===== config.mk =====
export PLATFORM = sky130hd
export DESIGN_NAME = slot_change_tx
export DESIGN_NICKNAME = d
export VERILOG_FILES = /design/src/rtl/slot_change_tx.sv
export SDC_FILE = /design/constraint.sdc
export NUM_CORES = 1
export LEC_CHECK = 0
export CORE_UTILIZATION = 40
export CTS_BUF_LIST = sky130_fd_sc_hd__clkbuf_4 sky130_fd_sc_hd__clkbuf_8 sky130_fd_sc_hd__clkbuf_16
export DETAILED_ROUTE_END_ITERATION = 8
export PLACE_DENSITY = 0.67
export SYNTH_ARGS = -nofsm -noshare
export SYNTH_HDL_FRONTEND = slang
export SYNTH_SLANG_ARGS = --single-unit

===== constraint.sdc =====
create_clock -name clk -period 8.3 [get_ports clk]
set_clock_uncertainty 0.1 [all_clocks]
set_input_delay 2.075 -clock clk [delete_from_list [all_inputs] [get_ports clk]]
set_output_delay 2.075 -clock clk [all_outputs]
set_load 0.02 [all_outputs]

===== src/rtl/slot_change_tx.sv =====
// Transmit side of the change-counting slot link: emits NUM_SLOTS stored payloads per frame, each held HOLD_CYCLES cycles.
// Latency: first word of a frame appears on the edge that samples start; slot n follows at k + n*HOLD_CYCLES.
// Backpressure: none; start is accepted only in IDLE/FIN and ignored (not queued) while a frame is in progress.
module slot_change_tx #(
  parameter int NUM_SLOTS   = 8,
  parameter int HOLD_CYCLES = 4,
  parameter int PAYLOAD_W   = 23
) (
  input  logic                 clk,
  input  logic                 rst,
  input  logic                 wr_en,
  input  logic [2:0]           wr_addr,
  input  logic [PAYLOAD_W-1:0] wr_data,
  input  logic                 start,
  output logic [PAYLOAD_W:0]   A_out,
  output logic [2:0]           sel_out,
  output logic                 word_strobe,
  output logic                 busy,
  output logic                 done
);

  // Hold counter only needs to reach HOLD_CYCLES-1; keep at least one bit.
  localparam int                HOLD_W    = (HOLD_CYCLES > 1) ? $clog2(HOLD_CYCLES) : 1;
  localparam logic [HOLD_W-1:0] HOLD_LAST = HOLD_W'(HOLD_CYCLES - 1);
  localparam logic [2:0]        LAST_SLOT = 3'(NUM_SLOTS - 1);
  localparam logic [3:0]        SLOT_LIM  = 4'(NUM_SLOTS);

  typedef enum logic [1:0] {
    IDLE = 2'd0,
    SEND = 2'd1,
    FIN  = 2'd2
  } state_t;

  state_t                 state;
  logic                   toggle;
  logic [2:0]             slot;
  logic [HOLD_W-1:0]      hold_cnt;
  logic [PAYLOAD_W-1:0]   mem [8];

  logic                   wr_accept;
  logic                   hold_expired;
  logic                   last_slot;
  logic [2:0]             next_slot;

  // Writes to slots beyond the frame length are dropped so they can never be emitted.
  assign wr_accept    = wr_en && ({1'b0, wr_addr} < SLOT_LIM);
  assign hold_expired = (hold_cnt == HOLD_LAST);
  assign last_slot    = (slot == LAST_SLOT);
  assign next_slot    = slot + 3'd1;

  // Payload register file; an emission on the write edge reads the pre-write value.
  always_ff @(posedge clk) begin
    if (rst) begin
      for (int i = 0; i < 8; i++) begin
        mem[i] <= '0;
      end
    end else if (wr_accept) begin
      mem[wr_addr] <= wr_data;
    end
  end

  // Frame sequencer: every emission flips the toggle so the receiver sees a change per slot.
  always_ff @(posedge clk) begin
    if (rst) begin
      state       <= IDLE;
      toggle      <= 1'b0;
      slot        <= 3'd0;
      hold_cnt    <= '0;
      A_out       <= '0;
      sel_out     <= 3'd0;
      word_strobe <= 1'b0;
      busy        <= 1'b0;
      done        <= 1'b0;
    end else begin
      word_strobe <= 1'b0;
      done        <= 1'b0;
      case (state)
        IDLE, FIN: begin
          if (start) begin
            state       <= SEND;
            slot        <= 3'd0;
            hold_cnt    <= '0;
            A_out       <= {~toggle, mem[0]};
            toggle      <= ~toggle;
            sel_out     <= 3'd0;
            word_strobe <= 1'b1;
            busy        <= 1'b1;
          end else begin
            state <= IDLE;
          end
        end
        SEND: begin
          if (hold_expired) begin
            hold_cnt <= '0;
            if (last_slot) begin
              // Frame complete: leave the last word on the bus, no new emission.
              state <= FIN;
              busy  <= 1'b0;
              done  <= 1'b1;
            end else begin
              slot        <= next_slot;
              A_out       <= {~toggle, mem[next_slot]};
              toggle      <= ~toggle;
              sel_out     <= next_slot;
              word_strobe <= 1'b1;
            end
          end else begin
            hold_cnt <= hold_cnt + HOLD_W'(1);
          end
        end
        default: begin
          state <= IDLE;
        end
      endcase
    end
  end

endmodule


==> results of run 1 <==
worst max-delay path, cell delays in order:
cell and delay (ns):
clkdlybuf4s50_1 0.73, nand3b_1 0.54, nor3_2 1.05, or2_1 0.94
cell families after synthesis:
| logic type | count (synthesis) |
|---|---|
| AOI/OAI and AO/OA | 38 |
| adders and majority gates | 3 |
| and+or+nand+nor | 270 |
| buffers and inverters | 51 |
| DFF | 218 |
| muxes | 69 |
synthesized netlist by cell type:
cell       number
and2_1        184
edfxtp_1      184
mux4_2         46
dfxtp_1        34
nand2_1        27
nand4_1        25
mux2i_1        23
o221ai_1       23
buf_2          21
clkbuf_1       20
a21oi_1         6
buf_6           6
nor2_1          6
nand2b_1        5
o21ai_0         5
nand3_1         4
nor3_1          4
ha_1            3
nor2_2          3
nor2b_1         2
or2_1           2
a21boi_0        1
a31oi_1         1
and4bb_2        1
buf_1           1
buf_4           1
inv_1           1
inv_2           1
nand3b_1        1
nand4_2         1
nand4bb_1       1
nor3_2          1
nor3_4          1
nor4b_1         1
o21ai_1         1
o22ai_1         1
or3b_1          1
area by class of cell:
cell class,count,area share
clock buffers,33,0.0609
inverters,2,0.000666
repair buffers,68,0.0584
well taps,319,0.0354
diodes,1,0.000222
flip-flops and latches,218,0.550
multi-input cells,380,0.290
clock inverters,9,0.00455
per-stage QoR:
stage / std cells / hold slack [ns] / setup slack [ns] / util / instance area [um2]
after floorplan: 649 / 0.352 / 3.48 / - / 9690
after global placement: 987 / 0.360 / 2.56 / 0.446 / 10500
after detailed placement: 987 / 0.401 / 2.46 / 0.446 / 10500
after CTS: 1029 / 0.407 / 3.02 / 0.478 / 11300
after global routing: 1029 / 0.434 / 2.70 / 0.478 / 11300
final: 1030 / 0.404 / 2.96 / 0.478 / 11300
worst min-delay path by stage:
stage	cells past startpoint	end	from	slack (ns)
6_report	2	slot[2]	slot[2]	0.40
5_1_grt	2	slot[2]	slot[2]	0.43
4_1_cts	2	slot[2]	slot[2]	0.41
3_5_place_dp	2	slot[2]	slot[2]	0.40
3_3_place_gp	2	hold_cnt[1]	hold_cnt[1]	0.36
2_1_floorplan	2	hold_cnt[1]	hold_cnt[1]	0.35
layer usage:
metal,GRT usage,vias up
li1,-,2528
met1,0.247,2866
met2,0.301,192
met3,0.0323,30
met4,0.0485,2
met5,0,-
power breakdown:
part / internal [mW] / switching (mW)
logic: 0.0625 / 0.0929
clock network: 0.579 / 0.416
registers: 1.25 / 0.0244
state kept, by name (all words and copies together), names as in the netlist:
| name | flops |
|---|---|
| mem | 184 |
| A_out | 24 |
| slot | 3 |
| hold_cnt | 2 |
| state | 2 |
| busy | 1 |
| done | 1 |
| word_strobe | 1 |
==> impl_metrics.tcl, run 1 <==
set metrics [dict create \
    grt_usage 0.182 \
    synth-seq-area-share 0.640 \
    mostFrequentLayoutCells "and2_1 (184), edfxtp_1 (184), clkdlybuf4s50_1 (59), mux4_2 (46), dfxtp_1 (34)" \
    rsz0062_at_grt "no" \
    r2r_slack_ns 5.34 \
    synth-compound-area-share 0.0290 \
    fill_cells 1993 \
    final_nets 726 \
    grt_overflow 0 \
    setup_viol 0 \
    first_iter_violations 483 \
    r2r_cells 5 \
    synth_top_area_frac 0.570 \
    crit_start "rst" \
    hpwl_um 13800 \
    syn-num-nets 682 \
    worstHoldPathType "reg -> reg" \
    synth_top_cell_by_area "edfxtp_1" \
    ios 60 \
    drv_slew 0 \
    tightest_slew_ns 1.32 \
    layout-drive-gt1-share 0.161 \
    root_buffer "clkbuf_16" \
    min_period_over_period 0.643 \
    wl_met3_um 1600 \
    wirelength_met1_um 9380 \
    ys_top_cells_by_area "edfxtp_1 (57%), and2_1 (12%), mux4_2 (11%)" \
    htreeDepth 1 \
    regArea_um2 6210 \
    die_y_um 158 \
    total_power_mw 2.43 \
    synth_cell_type_count 37 \
    p_leak_nw 3.72 \
    die_area_um2 24900 \
    drcViolationCount 0 \
    synth_xor_area_frac 0 \
    path_max_fanout 24 \
    required_ns 8.31 \
    hold_buffers 0 \
    antenna_found_initial 2 \
    syn_to_final_growth_pct 16.4 \
    portBuffers 59 \
    ys_ff_latch 218 \
    clock_latency_ns 0.52 \
    crit_end "mem[4][2]" \
    synth_mux_area_frac 0.131 \
    clkTransAtPathRegs_ns 0.06 \
    cts_made_buffers 23 \
    grt_pass1_vias 5748 \
    fp.dieW_um 158 \
    wire_per_inst_um 21.4 \
    post_cts_buffers 0 \
    top_layer_used "met5" \
    finalCriticalPeriod_ns 5.34 \
    syn_area_um2 9690 \
    cellPowerDensity_nw_per_um2 215 \
    synthCells 649 \
    yosysWarnings 0 \
    viasPerCell 5.45 \
    grt_pass1_wl_um 33500 \
    worstPathArrival_ns 5.35 \
    multi_input_area_um2 3270 \
    vias 5618 \
    worstSetupStartpointType "primary input" \
    end_kind "flop" \
    cts_tree "built" \
    synth_fa_ha_area_frac 0.00387 \
    wl_met2_um 10700 \
    vdd_drop_max_v 0.000143 \
    crit_type "in -> reg" \
    place_congestion 0.746 \
    routed_wl_um 22000 \
    drtPass1Iterations 5 \
    row_count 56 \
    cts.sink_count 218 \
    start_util 0.410 \
    clockBufferDepth 3 \
    rr_endpoint "A_out[0]" \
    drv_cap 0 \
    setup_tns_ns 0 \
    ant_nets 0 \
    synth-simple-area-share 0.169 \
    synth_area_per_cell_um2 14.9 \
    hold_viol 0 \
    r2r-start "slot[0]" \
    synth_top_family_by_area "simple AND/OR/NAND/NOR gates" \
    cts-resized-gates 0 \
    core_area_um2 23600 \
    grt_max_degree 48 \
    status "finished, final reports clean" \
    max-slew-margin-rel 0.115 \
    max_freq_mhz 187 \
]
(Power assumes the default switching activity.)
==> inputs of run 2 (changes only) <==
PLACE_DENSITY = 0.7   (was 0.67)
clock period = 4.6 ns   (was 8.3 ns; I/O delays follow)
==> run 2 against run 1 <==
Net effect:
- via count increased by 0.30%
- first-iteration DRC count decreased by 11%
- cell count increased by 0.29%
- worst setup slack got worse by 1.6 ns
- routed wire length decreased by 2.2%
- combinational power increased by 83%
- cell area increased by 0.59%
- worst hold slack got worse by 0.018 ns
- critical path type is now reg -> reg
- highest routed layer is now met4
==> impl_metrics.tcl, run 2 (synthesis results as in run 1) <==
set metrics [dict create \
    status "finished, final reports clean" \
    mostFrequentLayoutCells "and2_1 (184), edfxtp_1 (184), clkdlybuf4s50_1 (59), mux4_2 (46), dfxtp_1 (34)" \
    max-slew-margin-rel 0.183 \
    fill_cells 2010 \
    viasPerCell 5.45 \
    drtPass1Iterations 5 \
    routed_wl_um 21500 \
    htreeDepth 1 \
    path_max_fanout 27 \
    setup_viol 0 \
    cp_cell_sequence "buf_4, ha_2, ha_2, buf_4, mux4_2, mux2i_1, o221ai_1" \
    ant_nets 0 \
    clkTransAtPathRegs_ns 0.07 \
    wire_per_inst_um 20.8 \
    antennaDiodeCount 0 \
    final_nets 733 \
    clock_latency_ns 0.49 \
    crit_type "reg -> reg" \
    setup_tns_ns 0 \
    largest_register_ff_count 184 \
    post_cts_buffers 0 \
    max_freq_mhz 311 \
    largest_register "mem" \
    cts_tree "built" \
    grt_max_degree 48 \
    vias 5635 \
    critPathSlowestCell "ha_2" \
    required_ns 4.81 \
    p_leak_nw 3.76 \
    portBuffers 59 \
    cts.sink_count 218 \
    row_count 56 \
    ios 60 \
    finalCriticalPeriod_ns 3.21 \
    reg_top3 "mem: 184 flops, A_out: 24 flops, slot: 3 flops" \
    die_y_um 158 \
    start_util 0.410 \
    first_iter_violations 429 \
    die_area_um2 24900 \
    worstPathArrival_ns 3.43 \
    layout-drive-gt1-share 0.165 \
    antenna_found_initial 0 \
    rsz0062_at_grt "no" \
    hold_ws_ns 0.386 \
    vdd_drop_max_v 0.000216 \
    worstHoldPathType "reg -> reg" \
    core_area_um2 23600 \
    grt_usage 0.181 \
    hold_buffers 0 \
    syn_to_final_growth_pct 17.1 \
    place_area_um2 10600 \
    worstSetupStartpointType "flop" \
    cp_num_buf_inv 2 \
    critPathTopFamily "adder cells" \
    cpPeakStageDelay_ns 0.82 \
    hpwl_um 13600 \
    utilization 0.480 \
    grt_overflow 0 \
    drcViolationCount 0 \
    min_period_over_period 0.699 \
    grt_pass1_vias 5984 \
    fp.dieW_um 158 \
    clockBufferDepth 3 \
    cts_made_buffers 21 \
    grt_pass1_wl_um 33700 \
    hold_viol 0 \
    drv_cap 0 \
    cellPowerDensity_nw_per_um2 390 \
    design_area_um2 11300 \
    root_buffer "clkbuf_16" \
    place_congestion 0.766 \
    drv_slew 0 \
    tightest_slew_ns 1.22 \
    end_kind "flop" \
    cts-resized-gates 0 \
]
run 2: worst paths after layout:
check	depth (start not counted)	endpoint	startpoint	slack, ns
worst min register to register	2	hold_cnt[1]	hold_cnt[1]	0.39
worst max register to register	7	A_out[3]	slot[0]	1.39
worst min-delay path	2	hold_cnt[1]	hold_cnt[1]	0.39
worst max-delay path	7	A_out[3]	slot[0]	1.39
run 2: power by group:
part,total [mW],switching (mW),internal [mW]
clock network,1.84,0.706,1.13
logic,0.284,0.169,0.116
registers,2.30,0.0419,2.26
run 2: metrics by stage:
stage | std cells | setup slack, ns | total power, mW
after global routing | 1033 | 1.23 | 4.56
after floorplan | 649 | 0.708 | 2.48
after global placement | 996 | 1.05 | 2.62
final | 1033 | 1.39 | 4.42
after CTS | 1033 | 1.38 | 4.45
after detailed placement | 996 | 1.00 | 2.63
run 2: cell type report:
type                            instances  area, um2  area share
Clock buffer                           28        591      0.0521
Clock inverter                          9        154      0.0136
Inverter                                2       7.51    0.000662
Multi-Input combinational cell        380       3250       0.286
Sequential cell                       218       6210       0.547
Tap cell                              319        399      0.0352
Timing Repair Buffer                   77        738      0.0651
run 2: routing by layer:
| metal | global-route usage | vias up | wire [um] |
|---|---|---|---|
| met4 | 0.0606 | 0 | 422 |
| met1 | 0.243 | 2866 | 9070 |
| met2 | 0.300 | 200 | 10500 |
| met3 | 0.0296 | 35 | 1520 |
| li1 | - | 2534 | - |
| met5 | 0 | - | 0 |
run 2: tightest hold or removal path: cells and delay by family (launching register included):
kind,cells,cell delay [ns]
DFF,1,0.32
and+or+nand+nor,1,0.06
AOI/OAI and AO/OA,1,0.06
